==> src/rtl/inst_sequencer_pkg.sv <==
// Shared constants for the instruction sequencer: FSM encodings, opcodes and field positions.
package inst_sequencer_pkg;

  localparam int unsigned INST_WIDTH_DEF = 32;
  localparam int unsigned REP_WIDTH_DEF  = 8;

  localparam int unsigned OPC_MSB = 31;
  localparam int unsigned OPC_LSB = 29;

  localparam logic [1:0] ST_IDLE  = 2'd0;
  localparam logic [1:0] ST_FETCH = 2'd1;
  localparam logic [1:0] ST_ISSUE = 2'd2;
  localparam logic [1:0] ST_DONE  = 2'd3;

  localparam logic [2:0] OP_LOAD   = 3'b000;
  localparam logic [2:0] OP_ADD    = 3'b001;
  localparam logic [2:0] OP_SUB    = 3'b010;
  localparam logic [2:0] OP_MUL    = 3'b100;
  localparam logic [2:0] OP_MULADD = 3'b101;
  localparam logic [2:0] OP_MULSUB = 3'b110;
  localparam logic [2:0] OP_MAX    = 3'b111;

endpackage

==> src/rtl/inst_sequencer_mem.sv <==
// Simple dual-port instruction RAM: synchronous write, registered read with enable.
module inst_mem #(
  parameter int unsigned DEPTH      = 64,
  parameter int unsigned ADDR_WIDTH = 6,
  parameter int unsigned DATA_WIDTH = 32
) (
  input  logic                  clk,
  input  logic                  rst_n,
  input  logic                  we,
  input  logic [ADDR_WIDTH-1:0] waddr,
  input  logic [DATA_WIDTH-1:0] wdata,
  input  logic                  re,
  input  logic [ADDR_WIDTH-1:0] raddr,
  output logic [DATA_WIDTH-1:0] rdata
);

  logic [DATA_WIDTH-1:0] mem [DEPTH];

  always_ff @(posedge clk) begin
    if (we) begin
      mem[waddr] <= wdata;
    end
  end

  // Only the output register is reset; array contents survive reset.
  always_ff @(posedge clk) begin
    if (!rst_n) begin
      rdata <= '0;
    end else if (re) begin
      rdata <= mem[raddr];
    end
  end

endmodule

==> src/rtl/inst_sequencer.sv <==
// Instruction fetch/issue sequencer feeding the PE-array control decoder.
// Optional macro SEQ_LOOP_EN adds loop_cnt to repeat the whole program.
module inst_sequencer
  import inst_sequencer_pkg::*;
#(
  parameter int unsigned INST_DEPTH = 64,
  parameter int unsigned ADDR_WIDTH = 6,
  parameter int unsigned INST_WIDTH = INST_WIDTH_DEF,
  parameter int unsigned REP_WIDTH  = REP_WIDTH_DEF
) (
  input  logic                  clk,
  input  logic                  rst_n,
  input  logic                  wr_en,
  input  logic [ADDR_WIDTH-1:0] wr_addr,
  input  logic [INST_WIDTH-1:0] wr_data,
  input  logic                  start,
  input  logic [ADDR_WIDTH:0]   prog_len,
`ifdef SEQ_LOOP_EN
  input  logic [7:0]            loop_cnt,
`endif
  input  logic                  stall,
  output logic                  inst_v,
  output logic [2:0]            opcode,
  output logic                  busy,
  output logic                  done
);

  localparam int unsigned LEN_W = ADDR_WIDTH + 1;
  localparam logic [ADDR_WIDTH:0] MAX_LEN = LEN_W'(INST_DEPTH);

  logic [1:0]            state_q, state_d;
  logic [ADDR_WIDTH-1:0] pc_q, pc_d;
  logic [ADDR_WIDTH:0]   len_q, len_d;
  logic [REP_WIDTH-1:0]  cnt_q, cnt_d;
  logic [INST_WIDTH-1:0] inst_reg;
  logic [REP_WIDTH-1:0]  rep;
  logic                  pc_last;
  logic                  rep_last;
  logic                  issue_last;
  logic                  loop_again;
  logic                  unused_rsvd;

  assign rep         = inst_reg[REP_WIDTH-1:0];
  assign unused_rsvd = ^inst_reg[OPC_LSB-1:REP_WIDTH];

  assign busy = (state_q == ST_FETCH) || (state_q == ST_ISSUE);

  // The memory read register doubles as inst_reg; it loads only in FETCH.
  inst_mem #(
    .DEPTH      (INST_DEPTH),
    .ADDR_WIDTH (ADDR_WIDTH),
    .DATA_WIDTH (INST_WIDTH)
  ) u_inst_mem (
    .clk   (clk),
    .rst_n (rst_n),
    .we    (wr_en && !busy),
    .waddr (wr_addr),
    .wdata (wr_data),
    .re    (state_q == ST_FETCH),
    .raddr (pc_q),
    .rdata (inst_reg)
  );

  assign pc_last    = ({1'b0, pc_q} == (len_q - LEN_W'(1)));
  // Counts issues upward and compares against rep, so rep need not be known at the fetch edge.
  assign rep_last   = (cnt_q == rep);
  assign issue_last = (state_q == ST_ISSUE) && !stall && rep_last && pc_last;

`ifdef SEQ_LOOP_EN
  logic [7:0] loops_q;

  always_ff @(posedge clk) begin
    if (!rst_n) begin
      loops_q <= '0;
    end else if ((state_q == ST_IDLE) && start) begin
      loops_q <= loop_cnt;
    end else if (issue_last && (loops_q != '0)) begin
      loops_q <= loops_q - 8'd1;
    end
  end

  assign loop_again = (loops_q != '0);
`else
  assign loop_again = 1'b0;
`endif

  always_comb begin
    state_d = state_q;
    pc_d    = pc_q;
    len_d   = len_q;
    cnt_d   = cnt_q;
    unique case (state_q)
      ST_IDLE: begin
        if (start) begin
          if (prog_len == '0) begin
            state_d = ST_DONE;
          end else begin
            len_d   = (prog_len > MAX_LEN) ? MAX_LEN : prog_len;
            pc_d    = '0;
            state_d = ST_FETCH;
          end
        end
      end
      ST_FETCH: begin
        cnt_d   = '0;
        state_d = ST_ISSUE;
      end
      ST_ISSUE: begin
        if (!stall) begin
          if (!rep_last) begin
            cnt_d = cnt_q + REP_WIDTH'(1);
          end else if (pc_last) begin
            if (loop_again) begin
              pc_d    = '0;
              state_d = ST_FETCH;
            end else begin
              state_d = ST_DONE;
            end
          end else begin
            pc_d    = pc_q + ADDR_WIDTH'(1);
            state_d = ST_FETCH;
          end
        end
      end
      ST_DONE: state_d = ST_IDLE;
      default: state_d = ST_IDLE;
    endcase
  end

  always_ff @(posedge clk) begin
    if (!rst_n) begin
      state_q <= ST_IDLE;
      pc_q    <= '0;
      len_q   <= '0;
      cnt_q   <= '0;
    end else begin
      state_q <= state_d;
      pc_q    <= pc_d;
      len_q   <= len_d;
      cnt_q   <= cnt_d;
    end
  end

  assign inst_v = (state_q == ST_ISSUE) && !stall;
  assign opcode = busy ? inst_reg[OPC_MSB:OPC_LSB] : OP_LOAD;
  assign done   = (state_q == ST_DONE);

endmodule
==> config.mk <==
export PLATFORM = sky130hd
export DESIGN_NAME = inst_sequencer
export DESIGN_NICKNAME = d
export VERILOG_FILES = /design/src/rtl/inst_sequencer_pkg.sv /design/src/rtl/inst_sequencer_mem.sv /design/src/rtl/inst_sequencer.sv
export SDC_FILE = /design/constraint.sdc
export NUM_CORES = 1
export LEC_CHECK = 0
export BUFFER_PORTS_ARGS = -buffer_cell sky130_fd_sc_hd__buf_2
export CORE_ASPECT_RATIO = 0.8
export CORE_MARGIN = 4
export CORE_UTILIZATION = 45
export DETAILED_ROUTE_END_ITERATION = 10
export GPL_TIMING_DRIVEN = 0
export PLACE_DENSITY = 0.68
export SYNTH_ARGS = -nofsm -noshare
export SYNTH_HDL_FRONTEND = slang
export SYNTH_HIERARCHICAL = 1
export SYNTH_SLANG_ARGS = --single-unit
==> constraint.sdc <==
create_clock -name clk -period 4.11 [get_ports clk]
set_clock_uncertainty 0.1 [all_clocks]
set_input_delay 0.6165 -clock clk [delete_from_list [all_inputs] [get_ports clk]]
set_output_delay 0.6165 -clock clk [all_outputs]
set_load 0.05 [all_outputs]
# After elaboration in Yosys (flattened, before gate mapping)
# Memory sizes are Yosys's and may differ from the RTL's. A register that Yosys moved wholly into a read port is not among the register bits.
# Cells that the tools add are included.
[word_totals]
n_memories = 1
register_bits = 23
out_inout_bits = 6
ram_bits = 2048
in_bits = 50
[classes]
muxes = 19
n_eq_ne = 11
magnitude_cmp = 1
bitwise = 1
n_reduce_logical = 14
add_sub_neg = 3
[mem_list]
columns = ["name", "words", "width", "read_ports", "rd_ports_with_merged_regs", "write_ports", "line_no", "text"]
rows = [
  ["u_inst_mem.mem", 64, 32, 1, 1, 1, "inst_sequencer_mem.sv:17", "logic [DATA_WIDTH-1:0] mem [DEPTH];"],
]
[op_table]
columns = ["op", "count"]
rows = [
  ["$mux 6", 5],
  ["$mux 8", 2],
  ["$pmux 8 s2", 1],
  ["$ne 2x2->1 const B", 6],
  ["$pmux 6 s2", 1],
  ["$mux 2", 5],
  ["$reduce_and 3->1", 3],
  ["$add 8x1->8 const B", 1],
  ["$eq 8x8->1", 1],
  ["$pmux 2 s4", 1],
  ["$eq 6x7->1", 1],
  ["$gt 7x7->1 const B", 1],
  ["$logic_not 7->1", 1],
  ["$mux 7", 1],
  ["$sub 7x1->7 const B", 1],
  ["$add 6x1->6 const B", 1],
  ["$reduce_and 6->1", 1],
  ["$eq 2x2->1 const B", 2],
  ["$reduce_bool 2->1", 2],
  ["$logic_not 1->1", 3],
  ["$mux 3", 1],
  ["$eq 2x1->1 const B", 1],
  ["$logic_and 1x1->1", 2],
  ["$logic_not 2->1", 1],
  ["3 further kinds", 4],
]

# Longest topological paths before layout
[logic_depth]
word_depth = 6
mapped_depth = 10
depth_no_buf = 8

# Modules after synthesis
# Netlist, hierarchy kept.
[by_module_without_submodules]
columns = ["module", "n_inst", "area_each_um2", "cells_each", "seq_area_each_um2"]
rows = [
  ["inst_mem", 1, 79608.9, 3706, 62139.6],
  ["inst_sequencer", 1, 1565.3, 175, 460.4],
]

# Least setup slack after synthesis
# OpenSTA, ideal clock, no wires.
[synth_timing]
path_type = "register to register"
from = "reg state_q[0]"
to = "mem u_inst_mem.mem[48][0] (enable)"
arrival_ns = 3.968
stages_incl_launch_ff = 7
slack_ns = -0.419
n_path_buf = 0
synth_period_minus_slack_ns = 4.529
required_time_ns = 3.549
cell_sequence = "dfxtp_1 > inv_1 > ha_1 > nor2b_1 > nand3_1 > or3_1 > nor3_1"
[synth_between]
elab_chain_cells = 6
[synth_rtl]
columns = ["item", "line_no", "text"]
rows = [
  ["from (decl)", "inst_sequencer.sv:31", "logic [1:0] state_q, state_d;"],
  ["from (signal assigned)", "inst_sequencer.sv:137", "state_q <= state_d;"],
  ["$eq 2x1->1 / $eq 2x2->1 (equally long branches)", "inst_sequencer.sv:46", "assign busy = (state_q == ST_FETCH) || (state_q == ST_ISSUE);"],
  ["$logic_or 1x1->1 (*)", "inst_sequencer.sv:46", ""],
  ["net busy", "inst_sequencer.sv:24", "output logic busy,"],
  ["$logic_not 1->1 (*)", "inst_sequencer.sv:56", ".we (wr_en && !busy),"],
  ["$logic_and 1x1->1 (*)", "inst_sequencer.sv:56", ""],
  ["$mux 1 (*)", "inst_sequencer_mem.sv:20", "if (we) begin"],
  ["$mux 1 (implied by the code) (*)", "inst_sequencer_mem.sv:21", "mem[waddr] <= wdata;"],
  ["to (decl)", "inst_sequencer_mem.sv:17", ""],
]
# The timed path passes the listed nets; every way through them passes the cells marked *.

# Worst setup path after layout
[layout_timing]
from = "reg state_q[0]"
to = "mem u_inst_mem.mem[46][30] (enable)"
[layout_between]
elab_chain_cells = 6
[layout_rtl]
columns = ["item", "line_no"]
rows = [
  ["$eq 2x1->1 / $eq 2x2->1 (equally long branches)", "inst_sequencer.sv:46"],
  ["$logic_or 1x1->1 (*)", "inst_sequencer.sv:46"],
  ["$logic_not 1->1 (*)", "inst_sequencer.sv:56"],
  ["$logic_and 1x1->1 (*)", "inst_sequencer.sv:56"],
  ["$mux 1 (*)", "inst_sequencer_mem.sv:20"],
  ["$mux 1 (implied by the code) (*)", "inst_sequencer_mem.sv:21"],
]
# Mark *: on every way between the ends. The rest lies on a longest branch, timed or not.

==> impl_metrics.py <==
metrics = {
    "sta": {
        "setup_viol": 0,
        "period_share": 0.906,
        "max_freq_ghz": 0.268,
        "final-hold-violation-count": 0,
        "period_minus_slack_ps": 3720,
        "tightestPinTransition_ps": 1540,
        "rsz0062_at_grt": "no",
        "slew_viol_final": 36,
        "relSlewSlack": -0.0315,
        "setup_tns_ps": 0,
    },
    "route": {
        "first_pass_iters": 5,
        "routed_wire_length_per_instance_um": 31.7,
        "vias_per_cell": 6.23,
        "wl_um": 85800,
        "drt_iter0_drc": 2504,
        "drc": 0,
        "ant_nets": 0,
        "vias": 16859,
    },
    "placed_design": {
        "gp_congestion": 0.998,
        "portBuffers": 29,
        "dp_hpwl_um": 58500,
        "dpl_cell_area_mm2": 0.0315,
    },
    "critical_path": {
        "critPathKind": "flip-flop to flip-flop",
        "ff2ff_setup_slack_ps": 390,
        "ff2ff_path_depth": 6,
        "crit_chain": "inv_1, ha_1, nor2b_1, nor2b_1, nand3_1, nor2_1",
        "cp.arrival_ps": 3850,
        "critPathMaxStageDelay_ps": 1160,
        "critPathMaxFanout": 11,
        "worstReg2RegStart": "state_q[0]$_SDFFE_PN0P_",
        "worstPathRequired_ps": 4240,
        "cp_slowest_cell": "nor2_1",
        "cpMostUsedCell": "nor2b_1",
        "startpoint_type": "flip-flop",
        "cp-end-kind": "flip-flop",
        "reg2reg_to": "u_inst_mem/mem[46][30]$_DFFE_PP_",
    },
    "cts": {
        "clkLatencyLatePin_ps": 630,
        "clk_pin_slew_worst_paths_ps": 60,
        "postCtsSetupBuffers": 0,
        "cts_tree": "yes",
        "clockBufferDepth": 3,
        "cts-hold-fix-buffers": 0,
        "cts_max_level": 3,
        "cts_num_sinks": 738,
        "tritoncts.num_buffers": 71,
        "cts_root_buf": "clkbuf_16",
        "cts_resized": 0,
    },
    "min_path": {
        "hold_path_end": "len_q[4]$_SDFFE_PN0P_",
        "hold_class": "primary input to flip-flop",
        "holdPathStages": 3,
        "holdCritStartpoint": "prog_len[4]",
    },
    "floorplanning": {
        "pin_count": 56,
        "die_width_um": 297,
        "core_area_mm2": 0.0659,
        "die_area_mm2": 0.0708,
        "rows": 84,
        "fp.dieH_um": 239,
        "initial_core_util": 0.455,
    },
    "synthesis": {
        "synth_area_mm2": 0.0300,
        "synth.net_count": 1717,
        "syn_inst": 1660,
        "yosysWarnings": 6,
        "postSynthAreaPerCell_um2": 18.1,
    },
    "grt": {
        "grtUsageTotal": 0.244,
        "grt_max_degree": 65,
        "grt_pass1_vias": 16013,
        "grt_pass1_wl_um": 120000,
        "overflow": 0,
        "antenna_found_initial": 8,
    },
    "run": {
        "maxCapViolations": 5,
    },
    "status": {
        "violations": "max-capacitance violations, max-slew violations",
        "status": "finished, violations left",
    },
    "cells_and_area": {
        "drive_gt1_frac": 0.247,
        "multi_input_area_mm2": 0.00708,
        "fillers": 5229,
        "fin_area_mm2": 0.0339,
        "fin_util": 0.514,
        "regArea_mm2": 0.0218,
        "nNetsFinal": 1841,
        "syn2layout_area_growth_pct": 13.0,
    },
    "power_and_ir_drop": {
        "ir_worst_vdd_mv": 0.392,
        "power.density_mw_per_mm2": 483,
        "p_leak_nw": 10.5,
        "total_power_mw": 16.4,
    },
}
## placed cells by master (no fill, tap or decap), drive strengths merged, types with 9 or more instances in the layout
cell type and n:
o21ai 27, nand2 26, mux4 132, nor2b 17, o221ai 20, a21oi 33, and2 18, clkinv 36
xor2 13, a221oi 9, a221o 9, dfxtp 34, nor3 9, o22ai 29, nor2 96, nand3 18
a22oi 16, edfxtp 704, mux2 13, clkbuf 183, buf 167, inv 11, mux2i 98, a31oi 13
## cell type report
cell class	count	share of cell area
clock inverters	45	0.0133
clock buffers	86	0.0541
multi-input cells	699	0.209
inverters	10	0.00115
plain buffers	213	0.0336
diodes	4	0.000296
flip-flops and latches	738	0.644
repair buffers	51	0.0126
well taps	860	0.0318
## per-layer routing
metal,global-route usage,part of all wire,vias up
met5,0,0.00026,-
met1,0.351,0.39,8841
met4,0.0739,0.029,4
met2,0.348,0.43,1048
li1,-,-,6808
met3,0.0906,0.14,158
## where the power goes
part           leakage (nW)  total (mW)  internal, mW  switching, mW
Combinational          2.79        1.51         0.567          0.943
Sequential             6.61        8.41          8.33         0.0771
Clock                  1.12        6.44          3.65           2.79
Total                  10.5        16.4          12.6           3.81
## critical path: cells and delay by family, from the launching register on
family | cells | cell delay (ps)
AND/OR/NAND/NOR | 4 | 2270
adder cells (fa/ha/maj) | 1 | 480
flip-flops | 1 | 390
buffers and inverters | 1 | 80
## registers in the layout (all words and copies together), names as in the netlist
| signal | cells |
|---|---|
| len_q | 7 |
| u_inst_mem/rdata | 11 |
| cnt_q | 8 |
| u_inst_mem/mem | 704 |
| state_q | 2 |
| pc_q | 6 |
## worst max-delay path by stage
stage,start,endpoint
after global routing,state_q[0]$_SDFFE_PN0P_,u_inst_mem/mem[46][0]$_DFFE_PP_
after detailed placement,state_q[0]$_SDFFE_PN0P_,u_inst_mem/mem[6][0]$_DFFE_PP_
after floorplan,state_q[0]$_SDFFE_PN0P_,u_inst_mem/mem[48][0]$_DFFE_PP_
final,state_q[0]$_SDFFE_PN0P_,u_inst_mem/mem[46][30]$_DFFE_PP_
after global placement,state_q[0]$_SDFFE_PN0P_,u_inst_mem/mem[48][7]$_DFFE_PP_
after CTS,state_q[0]$_SDFFE_PN0P_,u_inst_mem/mem[6][4]$_DFFE_PP_
## per-stage QoR
stage / setup slack, ps / std cells / hold slack [ps]
floorplan: 1060 / 1660 / 335
global placement: -96.3 / 2549 / 395
detailed placement: 466 / 2565 / 398
CTS: 441 / 2696 / 177
global route: 240 / 2702 / 219
finish: 385 / 2706 / 200
No activity file was read; power rests on OpenSTA's default activity.
